`src/rtl/sram_req_ctrl.sv`:
```
// Single-outstanding load/store front-end for a synchronous SRAM.
// Partial-byte stores are done as read-modify-write; results go back over a valid/ready response channel.
module sram_req_ctrl #(
  parameter int ADDR_W = 8,
  parameter int DATA_W = 32,
  parameter int DEPTH  = 256,
  parameter int RD_LAT = 1
) (
  input  logic              clk,
  input  logic              res,
  input  logic              req_valid,
  output logic              req_ready,
  input  logic              req_we,
  input  logic [ADDR_W-1:0] req_addr,
  input  logic [DATA_W-1:0] req_wdata,
  input  logic [3:0]        req_be,
  output logic              rsp_valid,
  input  logic              rsp_ready,
  output logic [DATA_W-1:0] rsp_rdata,
  output logic              rsp_err,
  output logic              sram_we,
  output logic [ADDR_W-1:0] sram_addr,
  output logic [DATA_W-1:0] sram_wdata,
  input  logic [DATA_W-1:0] sram_rdata
);

  localparam int               CNT_W    = (RD_LAT < 1) ? 1 : $clog2(RD_LAT + 1);
  localparam logic [CNT_W-1:0] CNT_LAST = CNT_W'(RD_LAT);
  localparam logic [ADDR_W:0]  DEPTH_W  = (ADDR_W + 1)'(DEPTH);

  typedef enum logic [1:0] {IDLE, RD, WR, RESP} state_t;

  state_t            state_reg, state_next;
  logic              we_reg;
  logic [DATA_W-1:0] wdata_reg;
  logic [3:0]        be_reg;
  logic [CNT_W-1:0]  cnt_reg;
  logic [DATA_W-1:0] rdata_reg;
  logic              err_reg;
  logic [ADDR_W-1:0] sram_addr_reg;
  logic [DATA_W-1:0] sram_wdata_reg;

  logic              out_of_range;
  logic              rd_done;
  logic [DATA_W-1:0] merged;

  assign out_of_range = ({1'b0, req_addr} >= DEPTH_W);
  assign rd_done      = (state_reg == RD) && (cnt_reg == CNT_LAST);

  // Byte-lane merge of new store data over the word just read back.
  for (genvar gi = 0; gi < 4; gi++) begin : g_lane
    assign merged[8*gi +: 8] = be_reg[gi] ? wdata_reg[8*gi +: 8] : sram_rdata[8*gi +: 8];
  end

  always_ff @(posedge clk) begin
    if (res) begin
      state_reg <= IDLE;
    end else begin
      state_reg <= state_next;
    end
  end

  always_comb begin
    state_next = state_reg;
    unique case (state_reg)
      IDLE: begin
        if (req_valid) begin
          if (out_of_range)          state_next = RESP;
          else if (!req_we)          state_next = RD;
          else if (req_be == 4'hF)   state_next = WR;
          else if (req_be == 4'h0)   state_next = RESP;
          else                       state_next = RD;
        end
      end
      RD:      if (cnt_reg == CNT_LAST) state_next = we_reg ? WR : RESP;
      WR:      state_next = RESP;
      RESP:    if (rsp_ready) state_next = IDLE;
      default: state_next = IDLE;
    endcase
  end

  always_ff @(posedge clk) begin
    if (res) begin
      we_reg         <= 1'b0;
      wdata_reg      <= '0;
      be_reg         <= '0;
      cnt_reg        <= '0;
      rdata_reg      <= '0;
      err_reg        <= 1'b0;
      sram_addr_reg  <= '0;
      sram_wdata_reg <= '0;
    end else begin
      unique case (state_reg)
        IDLE: begin
          if (req_valid) begin
            we_reg    <= req_we;
            wdata_reg <= req_wdata;
            be_reg    <= req_be;
            cnt_reg   <= '0;
            rdata_reg <= '0;
            err_reg   <= out_of_range;
            // SRAM-side outputs only move for requests that will touch the array.
            if (!out_of_range && (!req_we || (req_be != 4'h0))) begin
              sram_addr_reg <= req_addr;
            end
            if (!out_of_range && req_we && (req_be == 4'hF)) begin
              sram_wdata_reg <= req_wdata;
            end
          end
        end
        RD: begin
          cnt_reg <= cnt_reg + 1'b1;
          if (rd_done) begin
            if (we_reg) sram_wdata_reg <= merged;
            else        rdata_reg      <= sram_rdata;
          end
        end
        default: ;
      endcase
    end
  end

  assign req_ready  = (state_reg == IDLE) && !res;
  assign rsp_valid  = (state_reg == RESP) && !res;
  assign sram_we    = (state_reg == WR) && !res;
  assign rsp_rdata  = res ? '0 : rdata_reg;
  assign rsp_err    = res ? 1'b0 : err_reg;
  assign sram_addr  = res ? '0 : sram_addr_reg;
  assign sram_wdata = res ? '0 : sram_wdata_reg;

endmodule

```
`config.mk`:
```
export PLATFORM = sky130hd
export DESIGN_NAME = sram_req_ctrl
export DESIGN_NICKNAME = d
export VERILOG_FILES = /design/src/rtl/sram_req_ctrl.sv
export SDC_FILE = /design/constraint.sdc
export NUM_CORES = 1
export LEC_CHECK = 0
export CAP_MARGIN = 40
export CORE_UTILIZATION = 49
export CTS_BUF_LIST = sky130_fd_sc_hd__clkbuf_4
export DETAILED_ROUTE_END_ITERATION = 12
export PLACE_DENSITY = 0.83
export SLEW_MARGIN = 20
export SYNTH_ARGS = -nofsm -noshare
export SYNTH_HDL_FRONTEND = slang
export SYNTH_SLANG_ARGS = --single-unit
```
`constraint.sdc`:
```
create_clock -name clk -period 4.1 [get_ports clk]
set_input_delay 0.615 -clock clk [delete_from_list [all_inputs] [get_ports clk]]
set_output_delay 0.615 -clock clk [all_outputs]
set_load 0.05 [all_outputs]
```
## Word-level counts from Yosys, hierarchy flattened

Index checks and enable logic that the tools add are counted.

- Register bits: 112
- Bits in latches: 0
- Bits in writable memories: 0
- Bits in read-only memories: 0
- Output and inout bits: 76
- Logic and storage cells: 64
- Memories kept: 0

- Add/subtract/negate cells: 1
- Multipliers: 0
- Div/mod/pow operators: 0
- $lt $le $gt $ge: 0
- Equality and inequality tests: 11
- Shift operators: 0
- Multiplexer cells: 26
- Bitwise logic cells: 0
- Reduce and logical (&&, ||, !) cells: 18

Operators with widths:

| kind | number |
|---|---|
| 32-bit two-way mux | 9 |
| 32-bit one-hot mux with 2 select lines | 2 |
| 8-bit two-way mux | 5 |
| 2-bit != test (second input constant) | 7 |
| 2-bit two-way mux | 6 |
| 2-bit one-hot mux with 4 select lines | 1 |
| 3-bit AND reduction | 2 |
| 1-bit logical AND | 5 |
| 5-bit AND reduction | 1 |
| 2-bit == test (second input constant) | 2 |
| 4-bit == test (second input constant) | 1 |
| 4-bit logical NOT | 1 |
| 2-bit AND reduction | 2 |
| 4-bit AND reduction | 1 |
| 4-bit nonzero test | 1 |
| 2-bit by 1-bit == test with 1-bit output (second input constant) | 1 |
| 1-bit logical NOT | 2 |
| 2-bit logical NOT | 1 |
| 1-bit two-way mux | 2 |
| 1-bit one-hot mux with 2 select lines | 1 |
| 2-bit nonzero test | 1 |
| 1-bit adder (second input constant) | 1 |
| 1-bit logical OR | 1 |

## Logic depth before layout (Yosys ltp)

- Depth in word-level cells: 6
- Depth in mapped cells: 8

## Least setup slack after synthesis

Ideal clock, no wire load.

- Path type: in2out
- From: input res
- To: output req_ready
- Arrival: 1837 ps
- Slack: 1648 ps
- Stages on the path: 4
- Buffers on the path: 3
- Path through: buf_2 clkbuf_1 clkbuf_1 nor2b_1

- Longest elaborated chain between the ends: 2

Ends and longest elaborated chain:

| what | RTL line | source |
|---|---|---|
| start: declaration | 10 | `input logic res,` |
| 1-bit logical NOT | 123 | `assign req_ready = (state_reg == IDLE) && !res;` |
| 1-bit logical AND | 123 |  |
| end: declaration | 12 | `output logic req_ready,` |

Every way passes these cells.

## Final worst setup path

- From: input res
- To: output rsp_rdata[5]

- Longest elaborated chain between the ends: 1

Ends and longest elaborated chain:

| what | RTL line | source |
|---|---|---|
| 32-bit two-way mux | 126 | `assign rsp_rdata = res ? '0 : rdata_reg;` |
| end: declaration | 19 | `output logic [DATA_W-1:0] rsp_rdata,` |

Every way passes these cells.

==> summary.md <==
| Metric | Value |
|---|---|
| Layout Nets | 835 |
| Die Wd | 105.7 um |
| Setup TNS | 0 ns |
| Met2 routed WL | 6.292 mm |
| Count of hold-fix buffers inserted at cts | 0 |
| Worst min path class | reg2reg |
| Largest area contributor in the netlist | dfxtp_1 |
| Largest net degree at the start of global routing | 71 |
| Placed cell area | 6842 um2 |
| Syn Nets | around 710 |
| P&R area growth vs syn | 31.91% |
| Post-CTS setup buffers | 0 |
| Non-Filler Instances | 890 |
| Crit-path slowest cell | clkdlybuf4s50_1 |
| Slew Viols, Final | 0 |
| Final Cell Area | just under 7000 um2 |
| Router iterations before antenna repair | 5 |
| Slew Limit Headroom | 49.69% |
| Total track usage | 23.65% |
| CTS root buf | clkbuf_4 |
| Core footprint | 10370 um2 |
| Critical path arrival | 2.43 ns |
| Starting Density | a little over 50% |
| Final setup viols | 0 |
| DR DRC count | 0 |
| Area of the mapped netlist | 5266 um2 |
| WP buf/inv | 4 |
| CP Launch Type | input pin |
| Post-Syn Instances | 628 |
| Yosys reg bits | roughly 110 |
| Final WL | approximately 13 mm |
| Commonest cells post-synth | dfxtp_1 (112), nand2_1 (80), nor2b_1 (46), nor2_1 (42), a21oi_1 (41) |
| PwrDens | about 520 nW/um2 |
| Synth top area share | 42.58% |
| Crit path cell chain | buf_4 -> buf_12 -> nand2b_1 -> inv_1 -> clkdlybuf4s50_1 |
| Dpl cells | approximately 900 |
| Std cell rows | 37 |
| Status | completed |
| CP required | 3.48 ns |
| CTS tree | yes |
| Final critical-path required period | 3.041 ns |
| IO Pins | about 160 |
| H-tree Lvls | 3 |
| Yosys cell types | 29 |
| Primary FF master, synth | dfxtp_1 |
| DRT antenna net count | 0 |
| M1 wire length | 5.828 mm |
| Syn_area_per_cell | 8.386 um2 |
| First DRT Iteration DRCs | ~190 |
| Max Fclk | 0.3289 GHz |
| Die Y | 105.7 um |
| Final hold vios | 0 |
| Via density | about 5.3 |
| Vias post-DR | about 4700 |
| Fraction of registers with async set/reset | 0% |
| Vias in the first global route | about 4500 |
| Synth Warn # | 0 |
| CP Class | in2out |
| PortBufs | 155 |
| WL/cell | 14.83 um |
| Skew final | between 0.009 and 0.01 ns |
| Part of the cycle the worst path needs | 74.16% |
| Count leader, synth | dfxtp_1 |
| First-pass GRT wire length | roughly 21 mm |
| Clk Latency, worst-skew pair | 0.45 ns |
| Register area share after synthesis | 42.58% |
| Cell family with the largest share of critical-path delay | buffers and inverters |
| Die area | between 10000 and 15000 um2 |
| Peak VDD IR | 0.2253 mV |
| Worst path max stage delay | approximately 0.7 ns |
| Post-DP HPWL | 9.381 mm |
| Highest routed metal layer | met4 |
| Reg clk slew, reported paths | around 0.15 ns |
| Synth top area cells | dfxtp_1 (43%), mux2i_1 (7.6%), mux2_2 (6.6%) |
| RSZ-0062 raised after global routing | no |
| Global route overflow | 0 |
| Final GP Congestion | a little under 0.8 |
| Worst-Margin Slew | 0.7512 ns |
| Layout cell share with drive strength beyond 1 | 7.825% |
| CP Max Fanout | 70 |
| CTS resizes | 0 |
| CTS Buf Count | 9 |
| Clk buf depth | 2 |
| Max cap viols | 0 |
| Ant diodes | 0 |
| Total leakage power | 2.786 nW |
| Routed wl met3 | 909 um |
| Post-synth EDFFs | 0 |
| Initial antenna violation count | 0 |
| CP Capture Type | output port |
| Clk sinks | 112 |
## placed cells by master, fill, tap and decap left out, types with 2 or more instances in the layout
cell and instances:
nor2b_1 45, a21oi_1 41, dfxtp_1 112, clkbuf_4 11
a211o_1 2, nand3_1 33, o21ai_0 32, buf_4 8
mux2_2 31, inv_1 36, nand2b_1 34, clkinvlp_4 2
buf_12 2, clkdlybuf4s50_1 154, nor2_1 42, a211oi_1 32
nand2_1 80, mux2i_1 40, clkinv_1 2, ha_1 3
## worst register-to-register path, delay by kind of cell, from the launching register on
family | cells | cell delay (ns)
buffers and inverters | 3 | 0.95
DFF | 1 | 0.38
adders and majority gates | 1 | 0.66
AOI/OAI and AO/OA | 1 | 0.08
and+or+nand+nor | 2 | 0.83
## power by group
part / total, mW / switching, mW / internal, mW
Sequential: 1.43 / 0.111 / 1.32
Combinational: 1.70 / 1.04 / 0.655
Clock: 0.468 / 0.336 / 0.132
## metal layers
metal,track usage (%),vias up
li1,-,2327
met1,28.91,2190
met2,40.57,151
met5,0,-
met4,8.036,0
met3,5.628,14
## layout make-up
type / count / area [um2]
Tap cell: 136 / 170.2
Clock inverter: 4 / 22.52
Inverter: 36 / 135.1
Clock buffer: 11 / 82.58
Fill cell: 881 / 3423
Sequential cell: 112 / 2242
Timing Repair Buffer: 164 / 1642
Multi-Input combinational cell: 427 / 2653
## stage by stage
step | hold WS, ns | setup WS [ns] | utilization [%] | total power [mW]
2_1_floorplan | 0.4360 | 1.648 | - | 2.679
3_3_place_gp | 0.4403 | 1.116 | 65.97 | 3.088
3_5_place_dp | 0.4495 | 1.070 | 65.97 | 3.144
4_1_cts | 0.4685 | 1.068 | 66.99 | 3.610
5_1_grt | 0.4821 | 0.9307 | 66.99 | 3.802
6_report | 0.4659 | 1.059 | 66.99 | 3.593
## logic make-up after synthesis
group / after synthesis / synth area share (%)
flip-flops: 112 / 42.58
adder cells (fa/ha/maj): 4 / 0.9504
AO/OA/AOI/OAI: 112 / 12.83
AND/OR/NAND/NOR: 237 / 21.57
buffers and inverters: 89 / 7.294
multiplexers: 73 / 14.71
other: 1 / 0.07121
## worst paths after layout
| check | startpoint | endpoint | slack, ns | cells after the start |
|---|---|---|---|---|
| min reg2reg | wdata_reg[19] | wdata_reg[19] | 0.47 | 2 |
| max reg2reg | state_reg[1] | rdata_reg[15] | 1.16 | 7 |
| min | wdata_reg[19] | wdata_reg[19] | 0.47 | 2 |
| max | res | rsp_rdata[5] | 1.06 | 5 |
(Power assumes the default switching activity.)
